File: config.mk
export PLATFORM = sky130hd
export DESIGN_NAME = morse_char_assembler_flat
export DESIGN_NICKNAME = d
export VERILOG_FILES = /design/src/rtl/morse_char_assembler_pkg.sv /design/src/rtl/morse_char_assembler_if.sv /design/src/rtl/morse_char_assembler_lookup.sv /design/src/rtl/morse_char_assembler.sv /design/src/flat_wrapper.sv
export SDC_FILE = /design/constraint.sdc
export NUM_CORES = 1
export LEC_CHECK = 0
export BUFFER_PORTS_ARGS = -buffer_cell sky130_fd_sc_hd__clkbuf_2
export CAP_MARGIN = 20
export CORE_MARGIN = 2
export CORE_UTILIZATION = 45
export DETAILED_ROUTE_END_ITERATION = 6
export PLACE_DENSITY = 0.58
export SLEW_MARGIN = 20
export SYNTH_ARGS = -nofsm -noshare
export SYNTH_HDL_FRONTEND = slang
export SYNTH_SLANG_ARGS = --single-unit
File: constraint.sdc
create_clock -name clk -period 5.45 [get_ports clk]
set_input_delay 0.2725 -clock clk [delete_from_list [all_inputs] [get_ports clk]]
set_output_delay 0.2725 -clock clk [all_outputs]
set_load 0.005 [all_outputs]
File: src/rtl/morse_char_assembler_pkg.sv
// Shared types and constants for the Morse character assembler.
package morse_pkg;

  typedef enum logic [1:0] {
    ST_IDLE,
    ST_COLLECT,
    ST_EMIT_CHAR,
    ST_EMIT_SPACE
  } state_e;

  typedef logic [7:0] ascii_t;

  localparam ascii_t SPACE_CHAR       = 8'h20;
  localparam ascii_t UNKNOWN_CHAR_DEF = 8'h3F;

  // Symbol counter width; holds letters of up to 7 symbols.
  localparam int CNT_W = 3;

endpackage

File: src/rtl/morse_char_assembler_if.sv
// Character stream towards the UART/display sink (valid/ready).
interface morse_char_assembler_if;
  import morse_pkg::*;

  ascii_t char_data;
  logic   char_valid;
  logic   char_ready;

  modport master (output char_data, output char_valid, input char_ready);
  modport slave  (input char_data, input char_valid, output char_ready);

endinterface

File: src/rtl/morse_char_assembler_lookup.sv
// Combinational Morse pattern to ASCII translation (dot=0, dash=1, first symbol in MSB).
module morse_lookup
  import morse_pkg::*;
#(
  parameter int     PAT_W        = 6,
  parameter ascii_t UNKNOWN_CHAR = UNKNOWN_CHAR_DEF
) (
  input  logic [CNT_W-1:0] cnt_i,
  input  logic [PAT_W-1:0] pat_i,
  input  logic             over_i,
  output ascii_t           char_o
);

  logic [5:0] p6;
  logic [8:0] key;

  always_comb begin
    p6  = 6'(pat_i);
    key = {cnt_i, p6};
    case (key)
      {3'd2, 6'b000001}: char_o = 8'h41; // A
      {3'd4, 6'b001000}: char_o = 8'h42;
      {3'd4, 6'b001010}: char_o = 8'h43;
      {3'd3, 6'b000100}: char_o = 8'h44;
      {3'd1, 6'b000000}: char_o = 8'h45;
      {3'd4, 6'b000010}: char_o = 8'h46;
      {3'd3, 6'b000110}: char_o = 8'h47;
      {3'd4, 6'b000000}: char_o = 8'h48;
      {3'd2, 6'b000000}: char_o = 8'h49;
      {3'd4, 6'b000111}: char_o = 8'h4A;
      {3'd3, 6'b000101}: char_o = 8'h4B;
      {3'd4, 6'b000100}: char_o = 8'h4C;
      {3'd2, 6'b000011}: char_o = 8'h4D;
      {3'd2, 6'b000010}: char_o = 8'h4E;
      {3'd3, 6'b000111}: char_o = 8'h4F;
      {3'd4, 6'b000110}: char_o = 8'h50;
      {3'd4, 6'b001101}: char_o = 8'h51;
      {3'd3, 6'b000010}: char_o = 8'h52;
      {3'd3, 6'b000000}: char_o = 8'h53;
      {3'd1, 6'b000001}: char_o = 8'h54;
      {3'd3, 6'b000001}: char_o = 8'h55;
      {3'd4, 6'b000001}: char_o = 8'h56;
      {3'd3, 6'b000011}: char_o = 8'h57;
      {3'd4, 6'b001001}: char_o = 8'h58;
      {3'd4, 6'b001011}: char_o = 8'h59;
      {3'd4, 6'b001100}: char_o = 8'h5A; // Z
      {3'd5, 6'b011111}: char_o = 8'h30; // 0
      {3'd5, 6'b001111}: char_o = 8'h31;
      {3'd5, 6'b000111}: char_o = 8'h32;
      {3'd5, 6'b000011}: char_o = 8'h33;
      {3'd5, 6'b000001}: char_o = 8'h34;
      {3'd5, 6'b000000}: char_o = 8'h35;
      {3'd5, 6'b010000}: char_o = 8'h36;
      {3'd5, 6'b011000}: char_o = 8'h37;
      {3'd5, 6'b011100}: char_o = 8'h38;
      {3'd5, 6'b011110}: char_o = 8'h39; // 9
      {3'd6, 6'b010101}: char_o = 8'h2E; // '.'
      {3'd6, 6'b110011}: char_o = 8'h2C; // ','
      {3'd6, 6'b001100}: char_o = 8'h3F; // '?'
      default:           char_o = UNKNOWN_CHAR;
    endcase
    if (over_i) char_o = UNKNOWN_CHAR;
  end

endmodule

File: src/rtl/morse_char_assembler.sv
// Collects dot/dash pulses into letters, emits ASCII (plus word spaces) into a FWFT FIFO.
module morse_char_assembler
  import morse_pkg::*;
#(
  parameter int     FIFO_DEPTH   = 4,
  parameter int     MAX_SYMBOLS  = 6,
  parameter ascii_t UNKNOWN_CHAR = UNKNOWN_CHAR_DEF
) (
  input  logic                          clk,
  input  logic                          reset_n,
  input  logic                          dot,
  input  logic                          dash,
  input  logic                          lg,
  input  logic                          wg,
  input  logic                          clr_err,
  morse_char_assembler_if.master        char_if,
  output logic                          overflow,
  output logic                          sym_err,
  output logic                          busy
);

  localparam int               AW       = $clog2(FIFO_DEPTH);
  localparam logic [CNT_W-1:0] MAX_CNT  = CNT_W'(MAX_SYMBOLS);
  localparam logic [AW:0]      FULL_OCC = (AW+1)'(FIFO_DEPTH);

  state_e                 state_q, rest_st;
  logic [CNT_W-1:0]       cnt_q, cnt_d, cnt_base, snap_cnt_q;
  logic [MAX_SYMBOLS-1:0] pat_q, pat_d, pat_base, snap_pat_q;
  logic                   over_q, over_d, over_base, snap_over_q;
  logic                   space_pend_q, last_space_q;
  logic                   overflow_q, sym_err_q;
  ascii_t                 mem_q [FIFO_DEPTH];
  logic [AW-1:0]          wr_ptr_q, rd_ptr_q;
  logic [AW:0]            occ_q;

  logic   emitting, letter_take, space_only, sym_ev;
  logic   push, pop, full, push_acc, drop;
  ascii_t push_data, lookup_char;

  // A gap clears the collector in the same cycle, so a coincident symbol starts the next letter.
  always_comb begin
    emitting    = (state_q == ST_EMIT_CHAR) || (state_q == ST_EMIT_SPACE);
    letter_take = (lg | wg) && !emitting && (cnt_q != '0);
    space_only  = wg && !emitting && (cnt_q == '0) && !last_space_q;
    cnt_base    = letter_take ? '0   : cnt_q;
    pat_base    = letter_take ? '0   : pat_q;
    over_base   = letter_take ? 1'b0 : over_q;
    cnt_d       = cnt_base;
    pat_d       = pat_base;
    over_d      = over_base;
    sym_ev      = dot & dash;
    if (dot ^ dash) begin
      if (cnt_base == MAX_CNT) begin
        over_d = 1'b1;
        sym_ev = 1'b1;
      end else begin
        cnt_d = cnt_base + CNT_W'(1);
        pat_d = {pat_base[MAX_SYMBOLS-2:0], dash};
      end
    end
    rest_st = (cnt_d != '0) ? ST_COLLECT : ST_IDLE;
  end

  always_comb begin
    full      = (occ_q == FULL_OCC);
    pop       = (occ_q != '0) && char_if.char_ready;
    push      = emitting;
    push_data = (state_q == ST_EMIT_CHAR) ? lookup_char : SPACE_CHAR;
    push_acc  = push && (!full || pop);
    drop      = push && full && !pop;
  end

  morse_lookup #(
    .PAT_W        (MAX_SYMBOLS),
    .UNKNOWN_CHAR (UNKNOWN_CHAR)
  ) u_lookup (
    .cnt_i  (snap_cnt_q),
    .pat_i  (snap_pat_q),
    .over_i (snap_over_q),
    .char_o (lookup_char)
  );

  always_ff @(posedge clk or negedge reset_n) begin
    if (!reset_n) begin
      state_q      <= ST_IDLE;
      cnt_q        <= '0;
      pat_q        <= '0;
      over_q       <= 1'b0;
      space_pend_q <= 1'b0;
      last_space_q <= 1'b1;
    end else begin
      cnt_q  <= cnt_d;
      pat_q  <= pat_d;
      over_q <= over_d;
      case (state_q)
        ST_EMIT_CHAR: begin
          last_space_q <= 1'b0;
          space_pend_q <= 1'b0;
          state_q      <= space_pend_q ? ST_EMIT_SPACE : rest_st;
        end
        ST_EMIT_SPACE: begin
          last_space_q <= 1'b1;
          state_q      <= rest_st;
        end
        default: begin
          if (letter_take) begin
            state_q      <= ST_EMIT_CHAR;
            space_pend_q <= wg;
          end else if (space_only) begin
            state_q <= ST_EMIT_SPACE;
          end else begin
            state_q <= rest_st;
          end
        end
      endcase
    end
  end

  always_ff @(posedge clk or negedge reset_n) begin
    if (!reset_n) begin
      wr_ptr_q   <= '0;
      rd_ptr_q   <= '0;
      occ_q      <= '0;
      overflow_q <= 1'b0;
      sym_err_q  <= 1'b0;
    end else begin
      if (push_acc) wr_ptr_q <= wr_ptr_q + AW'(1);
      if (pop)      rd_ptr_q <= rd_ptr_q + AW'(1);
      if (push_acc && !pop)      occ_q <= occ_q + (AW+1)'(1);
      else if (!push_acc && pop) occ_q <= occ_q - (AW+1)'(1);
      overflow_q <= (overflow_q & ~clr_err) | drop;
      sym_err_q  <= (sym_err_q & ~clr_err) | sym_ev;
    end
  end

  // Datapath storage carries no reset; it is only read once the control marks it valid.
  always_ff @(posedge clk) begin
    if (letter_take) begin
      snap_cnt_q  <= cnt_q;
      snap_pat_q  <= pat_q;
      snap_over_q <= over_q;
    end
    if (push_acc) mem_q[wr_ptr_q] <= push_data;
  end

  assign char_if.char_valid = (occ_q != '0);
  assign char_if.char_data  = (occ_q != '0) ? mem_q[rd_ptr_q] : 8'h00;
  assign overflow           = overflow_q;
  assign sym_err            = sym_err_q;
  assign busy               = (cnt_q != '0) || emitting;

endmodule

File: src/flat_wrapper.sv
// flat-port wrapper written by rule: the top's interface ports become plain ports
module morse_char_assembler_flat import morse_pkg::*;
#(
  parameter int     FIFO_DEPTH   = 4,
  parameter int     MAX_SYMBOLS  = 6,
  parameter ascii_t UNKNOWN_CHAR = UNKNOWN_CHAR_DEF
)
  (clk, reset_n, dot, dash, lg, wg, clr_err, overflow, sym_err, busy, char_if_char_data, char_if_char_valid, char_if_char_ready);
  morse_char_assembler_if char_if_i ();
  input  logic clk;
  input  logic reset_n;
  input  logic dot;
  input  logic dash;
  input  logic lg;
  input  logic wg;
  input  logic clr_err;
  output logic overflow;
  output logic sym_err;
  output logic busy;
  output wire logic [$bits(char_if_i.char_data)-1:0] char_if_char_data;
  output wire logic [$bits(char_if_i.char_valid)-1:0] char_if_char_valid;
  input wire logic [$bits(char_if_i.char_ready)-1:0] char_if_char_ready;
  assign char_if_char_data = char_if_i.char_data;
  assign char_if_char_valid = char_if_i.char_valid;
  assign char_if_i.char_ready = char_if_char_ready;
  morse_char_assembler #(.FIFO_DEPTH(FIFO_DEPTH), .MAX_SYMBOLS(MAX_SYMBOLS), .UNKNOWN_CHAR(UNKNOWN_CHAR)) u_core (.clk(clk), .reset_n(reset_n), .dot(dot), .dash(dash), .lg(lg), .wg(wg), .clr_err(clr_err), .char_if(char_if_i), .overflow(overflow), .sym_err(sym_err), .busy(busy));
endmodule
==> results of run 1 <==
-- power by group through the flow --
stage                     combinational, mW  clock, mW  sequential, mW
after CTS                             0.766      0.361           0.928
after global placement                0.765          0           0.934
after detailed placement              0.763          0           0.937
final                                 0.767      0.348           0.932
after floorplan                       0.723          0           0.769
after global routing                  0.857      0.379           0.967
-- critical path: stages (launching register included) --
cell      delay, ns
edfxtp_1       0.91
nor4_1         0.23
and2_1         0.26
and3_1         0.18
nor4_1         0.37
nand3_1        0.19
a31oi_1        0.32
-- registers in the layout, summed over array words and instances (netlist names) --
| signal | flops |
|---|---|
| u_core.mem_q | 28 |
| u_core.pat_q | 6 |
| u_core.snap_pat_q | 6 |
| u_core.cnt_q | 3 |
| u_core.occ_q | 3 |
| u_core.snap_cnt_q | 3 |
| u_core.rd_ptr_q | 2 |
| u_core.state_q | 2 |
| u_core.wr_ptr_q | 2 |
| u_core.last_space_q | 1 |
| u_core.over_q | 1 |
| u_core.overflow | 1 |
| u_core.snap_over_q | 1 |
| u_core.space_pend_q | 1 |
| u_core.sym_err | 1 |
-- placed cells by master (no fill, tap or decap), types with 2 or more instances in the layout --
cell | synthesis | layout
a21oi_1 | 12 | 12
a221oi_1 | 2 | 2
a22oi_1 | 2 | 2
a31oi_1 | 7 | 7
and2_1 | 14 | 14
and3_1 | 4 | 4
and3b_1 | 2 | 2
clkbuf_2 | 0 | 18
clkbuf_8 | 0 | 9
clkinv_2 | 0 | 3
clkinv_4 | 0 | 2
dfrtp_1 | 22 | 22
edfxtp_1 | 38 | 38
ha_1 | 8 | 8
inv_1 | 11 | 11
inv_6 | 0 | 2
mux2_2 | 2 | 2
mux2i_1 | 8 | 8
mux4_2 | 7 | 7
nand2_1 | 20 | 20
nand2b_1 | 4 | 4
nand3_1 | 11 | 11
nand3b_1 | 4 | 4
nand4_1 | 6 | 6
nor2_1 | 19 | 19
nor2b_1 | 9 | 9
nor3_1 | 5 | 5
nor4_1 | 6 | 6
nor4b_1 | 5 | 5
o21ai_0 | 9 | 9
o2bb2ai_1 | 2 | 2
o31ai_1 | 2 | 2
or3_1 | 2 | 2
xnor2_1 | 7 | 7
xor2_1 | 4 | 4
-- cell type report --
class | instances | area share
clock buffers | 9 | 0.0334
multi-input cells | 213 | 0.417
well taps | 99 | 0.0334
inverters | 12 | 0.0121
clock inverters | 7 | 0.0135
repair buffers | 19 | 0.0270
flip-flops and latches | 61 | 0.463
-- cells by family after synthesis --
family          count (synthesis)
other cells                     1
simple gates                  125
mux                            17
xor+xnor                       11
flops                          61
buf+inv                        32
compound gates                 50
fa+ha+maj                       9
-- through the flow --
stage | instance area, um2 | cells | util | hold slack, ns
6_report | 3710 | 420 | 0.508 | 0.190
5_1_grt | 3710 | 420 | 0.508 | 0.215
4_1_cts | 3710 | 420 | 0.508 | 0.175
3_5_place_dp | 3520 | 403 | 0.483 | 0.300
3_3_place_gp | 3520 | 403 | 0.483 | 0.301
2_1_floorplan | 3410 | 306 | - | -0.0231
-- per-layer routing --
metal	global-route usage	routed length [um]	vias up
met5	0	0	-
met4	0.0783	129	0
met3	0.0382	367	13
met2	0.258	3040	96
met1	0.244	3330	1142
li1	-	-	1156
-- final timing paths --
kind                                                 from                               to  slack [ns]  depth (start not counted)
min in group asynchronous                         reset_n      u_core.occ_q[2]$_DFFE_PN0P_        0.46                          2
max                        u_core.snap_pat_q[2]$_DFFE_PP_     u_core.mem_q[1][0]$_DFFE_PP_        2.77                          6
min reg2reg                       u_core.over_q$_DFF_PN0_     u_core.snap_over_q$_DFFE_PP_        0.45                          0
max reg2reg                u_core.snap_pat_q[2]$_DFFE_PP_     u_core.mem_q[1][0]$_DFFE_PP_        2.77                          6
max in group asynchronous                         reset_n  u_core.last_space_q$_DFFE_PN1N_        4.61                          2
min                                                  dash        u_core.pat_q[0]$_DFF_PN0_        0.19                          3
==> metrics.cfg, run 1 <==
[synth]
ys.flop_type = edfxtp_1
synth.avg_cell_area_um2 = 11.1
muxShareOfSynthArea = 0.0764
yosysTopAreaCell = edfxtp_1
synth_top_area_frac = 0.335
post_synth_fa_ha_maj_area_fraction = 0.0353
syn_inst = 306
synth_edf_count = 38
syn_area_um2 = 3410
ys_async_sr_fraction = 0.377
ys_ff_latch = 61
synth_compound_area_frac = 0.0996
netlist_top_cells_area = edfxtp_1 34%, dfrtp_1 16%, mux4_2 4.6%
ys_types = 67
yosys.area_share.simple = 0.213
synth-seq-area-share = 0.504
synth_commonest_cells = 38 x edfxtp_1, 22 x dfrtp_1, 20 x nand2_1, 19 x nor2_1, 14 x and2_1
synthXorXnorAreaFrac = 0.0283
yosysMostFrequentCell = edfxtp_1
synth_top_family_by_area = simple AND/OR/NAND/NOR gates
synth.net_count = 323
ys_warn_count = 0

[timing]
finalCriticalPeriod_ns = 2.68
finClkSkew_ns = 0.00598
rsz0062_at_grt = false
relSlewSlack = 0.430
tightest_slew_ns = 0.854
fin_crit_sh = 0.492
timing.setup.tns_ns = 0
hold_violations = 0
setup_viol = 0
finalWorstSetupSlack_ns = 2.77
max_freq_ghz = 0.373
drv_slew = 0

[route]
wl_um = 6860
drt-wirelength-per-cell_um = 16.3
drt_iter0_markers = 214
first_pass_iters = 5
via_per_inst = 5.73
ant_nets = 0
vias = 2407
drc_errors = 0

[clock_tree]
htree_levels = 3
cts_num_sinks = 61
cts_root_buf = clkbuf_8
path_clk_slew_ns = 0.07
cts_hold_buf = 1
clockBufferDepth = 2
clk_latency_ns = 0.33
numCtsBuffers = 9
cts_tree = done
postCtsSetupBuffers = 0
cts.repair.resized = 0

[setup_path]
critPathKind = reg -> reg
cp.arrival_ns = 2.79
cp_max_fo = 27
required_ns = 5.56
cp-start-kind = flip-flop
endpoint_kind = flip-flop

[floorplan]
rows = 31
initial_utilization = 0.467
ios = 20
dieArea_um2 = 8280
fp.coreArea_um2 = 7290
die_h_um = 91.0
die_width_um = 91.0

[placement]
port_buffers = 18
gp_congestion = 0.897
post-dp-hpwl_um = 4640
pre_cts_slack_ns = 2.89

[global_routing]
antenna_found_initial = 0
grt_max_degree = 28
first_global_vias = 2341
grtUsageTotal = 0.174
grt_remaining_overflow = 0
grt_pass1_wl_um = 11500

[power_and_ir_drop]
leakage_nw = 1.42
power.density_nw_per_um2 = 552
p_switching_mw = 0.830
peakVddDrop_v = 0.000260
clkPwrFrac = 0.170
power_frac_seq = 0.455
p_total_mw = 2.05
swShare = 0.405
p_int_mw = 1.22
combPwrFrac = 0.375

[layout]
antenna_cells = 0
fill_cells = 689
synthToLayoutAreaGrowth_pct = 8.85
nNetsFinal = 333
regArea_um2 = 1720
multi_input_area_um2 = 1550
drive_above_1_share = 0.165

[status]
outcome = complete, no violations

[job]
max_cap_violations = 0

[worst_hold_path]
hold_class = in -> reg

(Power assumes the default switching activity.)
==> run 2: changes to the inputs <==
Settings changed: ABC_AREA set to 1.
Clock period 5.45 ns to 2.54 ns, I/O delays scaled along.
==> run 2 against run 1 <==
  * Count of clock-buffer cells in the layout unchanged
  * First-iteration DRC count fell by 13%
  * Die area shrank 0.18%
  * Synthesized cell count grew 38%
  * Register-to-register slack got worse by 2.4 ns
  * Power is 110% higher
  * Worst hold slack got worse by 0.15 ns
  * Sequential power increased by 90%
  * Critical path type unchanged
  * Critical endpoint is now u_core.occ_q[2]$_DFFE_PN0P_
  * Highest routed layer unchanged
==> metrics.cfg, run 2 <==
[route]
first_pass_iters = 4  ; -1
drt_iter0_markers = 186  ; -13%
routed-wl-met3_um = 347  ; -5.4%
via_per_inst = 5.01  ; -13%
drc_errors = 0  ; unchanged
top_layer = met4
ant_nets = 0  ; unchanged
vias = 2772  ; +15%
met2_length_um = 3430  ; +13%
drt-wirelength-per-cell_um = 13.2  ; -19%
met1Wirelength_um = 3420  ; +2.6%
wl_um = 7280  ; +6.1%

[worst_hold_path]
min_from = dash
min_delay_worst_endpoint = u_core.pat_q[0]$_DFF_PN0_
hold_depth = 3  ; unchanged
hold_class = in -> reg

[synth]
synth-seq-area-share = 0.505  ; +0.000928
yosysTopAreaCell = edfxtp_1
ys_async_sr_fraction = 0.377  ; unchanged
syn_area_um2 = 3400  ; -0.18%
ys_ff_latch = 61  ; unchanged
synth.net_count = 440  ; +36%
ys_types = 30  ; -55%
syn_inst = 423  ; +38%
ys_warn_count = 0  ; unchanged
yosysMostFrequentCell = nand2_1
synth_edf_count = 38  ; unchanged
netlist_top_cells_area = edfxtp_1 34%, dfrtp_1 16%, nand2_1 10%
synth.avg_cell_area_um2 = 8.04  ; -28%
synth_commonest_cells = 93 x nand2_1, 84 x nor2_1, 42 x inv_1, 38 x edfxtp_1, 31 x nand3_1
ys.flop_type = edfxtp_1
synth_top_area_frac = 0.336  ; +0.000617

[setup_path]
r2r_cells = 10  ; +4
r2r_end = u_core.occ_q[2]$_DFFE_PN0P_
cp.arrival_ns = 2.36  ; -0.43 ns
cp-start-kind = flip-flop
path_common_cell = inv_1
crit_chain = nor2_1 > nand3_1 > nand2_1 > inv_1 > ha_1 > inv_1 > fa_1 > a21oi_1 > o21ai_0 > xor2_1
critPathSlowestCell = fa_1
required_ns = 2.74  ; -2.82 ns
cp_max_fo = 6  ; -78%
slowest_delay_ns = 0.44  ; -0.47 ns
cp.depth = 10  ; +4
r2r_setup_slack_ns = 0.39  ; -2.38 ns
critPathKind = reg -> reg
cp_top_family = adder cells
endpoint_kind = flip-flop
r2r_start = u_core.occ_q[0]$_DFFE_PN0P_
cp_num_buf_inv = 2  ; +2

[layout]
layout_common_cells = 93 x nand2_1, 84 x nor2_1, 42 x inv_1, 38 x edfxtp_1, 31 x nand3_1
nNetsFinal = 466  ; +40%
design_area_um2 = 3780  ; +2.0%
regArea_um2 = 1720  ; unchanged
final_cells = 553  ; +32%
largest_reg_flops = 28  ; unchanged
antenna_cells = 0  ; unchanged
largestRegisters = u_core.mem_q x28, u_core.pat_q x6, u_core.snap_pat_q x6
drive_above_1_share = 0.145  ; -0.0197
utilization = 0.519  ; +0.0101
multi_input_area_um2 = 1450  ; -6.2%
fill_cells = 732  ; +6.2%
synthToLayoutAreaGrowth_pct = 11.2
final_common_cell = nand2_1
regMostFlops = u_core.mem_q

[timing]
finalCriticalPeriod_ns = 2.15  ; -0.531 ns
holdWs_ns = 0.0377  ; -0.152 ns
rsz0062_at_grt = false
max_freq_ghz = 0.465  ; +25%
finalWorstSetupSlack_ns = 0.387  ; -2.38 ns
relSlewSlack = 0.514  ; +0.0834
timing.setup.tns_ns = 0  ; unchanged
tightest_slew_ns = 0.727  ; -0.128 ns
finClkSkew_ns = 0.0135  ; +0.00754 ns
drv_slew = 0  ; unchanged
setup_viol = 0  ; unchanged
hold_violations = 0  ; unchanged
fin_crit_sh = 0.848  ; +0.355

[power_and_ir_drop]
power.density_nw_per_um2 = 1140  ; +110%
p_total_mw = 4.30  ; +110%
p_switching_mw = 1.85  ; +120%
power_frac_seq = 0.411  ; -0.044
combPwrFrac = 0.415  ; +0.040
clkPwrFrac = 0.174  ; +0.004
p_int_mw = 2.45  ; +100%
peakVddDrop_v = 0.000629  ; +140%
leakage_nw = 1.80  ; +27%
swShare = 0.431  ; +0.0253

[clock_tree]
numCtsBuffers = 9  ; unchanged
cts_tree = done
clk_latency_ns = 0.33  ; about the same
clockBufferDepth = 2  ; unchanged
cts_num_sinks = 61  ; unchanged
path_clk_slew_ns = 0.07  ; about the same
htree_levels = 3  ; unchanged
cts.repair.resized = 0  ; unchanged
cts_hold_buf = 1  ; unchanged
postCtsSetupBuffers = 0  ; unchanged
cts_root_buf = clkbuf_8

[global_routing]
first_global_vias = 2740  ; +17%
grtUsageTotal = 0.194  ; +0.0205
grt_max_degree = 24  ; -14%
grt_pass1_wl_um = 12600  ; +10%
antenna_found_initial = 0  ; unchanged
grt_remaining_overflow = 0  ; unchanged

[placement]
port_buffers = 18  ; unchanged
gp_congestion = 0.934  ; +4.1%
placed_cells = 536  ; +33%
post-dp-hpwl_um = 5400  ; +16%
place_area_um2 = 3600  ; +2.1%
pre_cts_slack_ns = 0.427  ; -2.47 ns

[floorplan]
die_h_um = 90.9  ; about the same
initial_utilization = 0.466  ; -0.000858
die_width_um = 90.9  ; about the same
rows = 31  ; unchanged
dieArea_um2 = 8270  ; -0.18%
ios = 20  ; unchanged
fp.coreArea_um2 = 7290  ; unchanged

[status]
outcome = complete, no violations

[job]
max_cap_violations = 0  ; unchanged

[run 2: cell count changes after synthesis, sizes merged, moves of 15 or more]
cell,previous run,this run
nand3,11,32
nand2,20,98
inv,11,50
and2,15,0
nor2,19,96
o21ai,10,28
[run 2: worst reg2reg max path: stages (launching register included)]
cell and delay (ns):
dfrtp_1 0.42, nor2_1 0.09, nand3_1 0.11, nand2_1 0.16, inv_1 0.12, ha_1 0.15
inv_1 0.07, fa_1 0.44, a21oi_1 0.16, o21ai_0 0.14, xor2_1 0.16
[run 2: layout make-up]
type                            instances  area share
Clock inverter                          7      0.0129
Tap cell                               99      0.0328
Inverter                               51      0.0513
Multi-Input combinational cell        304       0.384
Clock buffer                            9      0.0328
Sequential cell                        61       0.454
Timing Repair Buffer                   22      0.0324
[run 2: logic make-up after synthesis]
group	count (synthesis)	synth area share
compound gates	50	0.0751
other cells	1	0.00110
xor+xnor	6	0.0155
mux	1	0.00331
buf+inv	58	0.0681
fa+ha+maj	9	0.0353
flops	61	0.505
simple gates	237	0.296
[run 2: power groups by stage]
stage                     combinational (mW)  clock [mW]  sequential, mW
after floorplan                         1.37           0            1.65
after global placement                  1.75           0            1.78
after detailed placement                1.78           0            1.79
after CTS                               1.79       0.776            1.77
after global routing                    2.07       0.820            1.82
final                                   1.78       0.748            1.77
[run 2: routing by layer]
| layer | up-vias | GRT usage |
|---|---|---|
| li1 | 1417 | - |
| met1 | 1265 | 0.257 |
| met2 | 83 | 0.322 |
| met3 | 7 | 0.0351 |
| met4 | 0 | 0.0694 |
| met5 | - | 0 |
[run 2: worst max path at each step]
stage | endpoint | from
floorplan | u_core.occ_q[2]$_DFFE_PN0P_ | u_core.occ_q[0]$_DFFE_PN0P_
global placement | u_core.state_q[0]$_DFF_PN0_ | u_core.cnt_q[2]$_DFF_PN0_
detailed placement | u_core.occ_q[2]$_DFFE_PN0P_ | u_core.occ_q[0]$_DFFE_PN0P_
CTS | u_core.occ_q[2]$_DFFE_PN0P_ | u_core.occ_q[0]$_DFFE_PN0P_
global route | u_core.state_q[0]$_DFF_PN0_ | u_core.cnt_q[2]$_DFF_PN0_
finish | u_core.occ_q[2]$_DFFE_PN0P_ | u_core.occ_q[0]$_DFFE_PN0P_
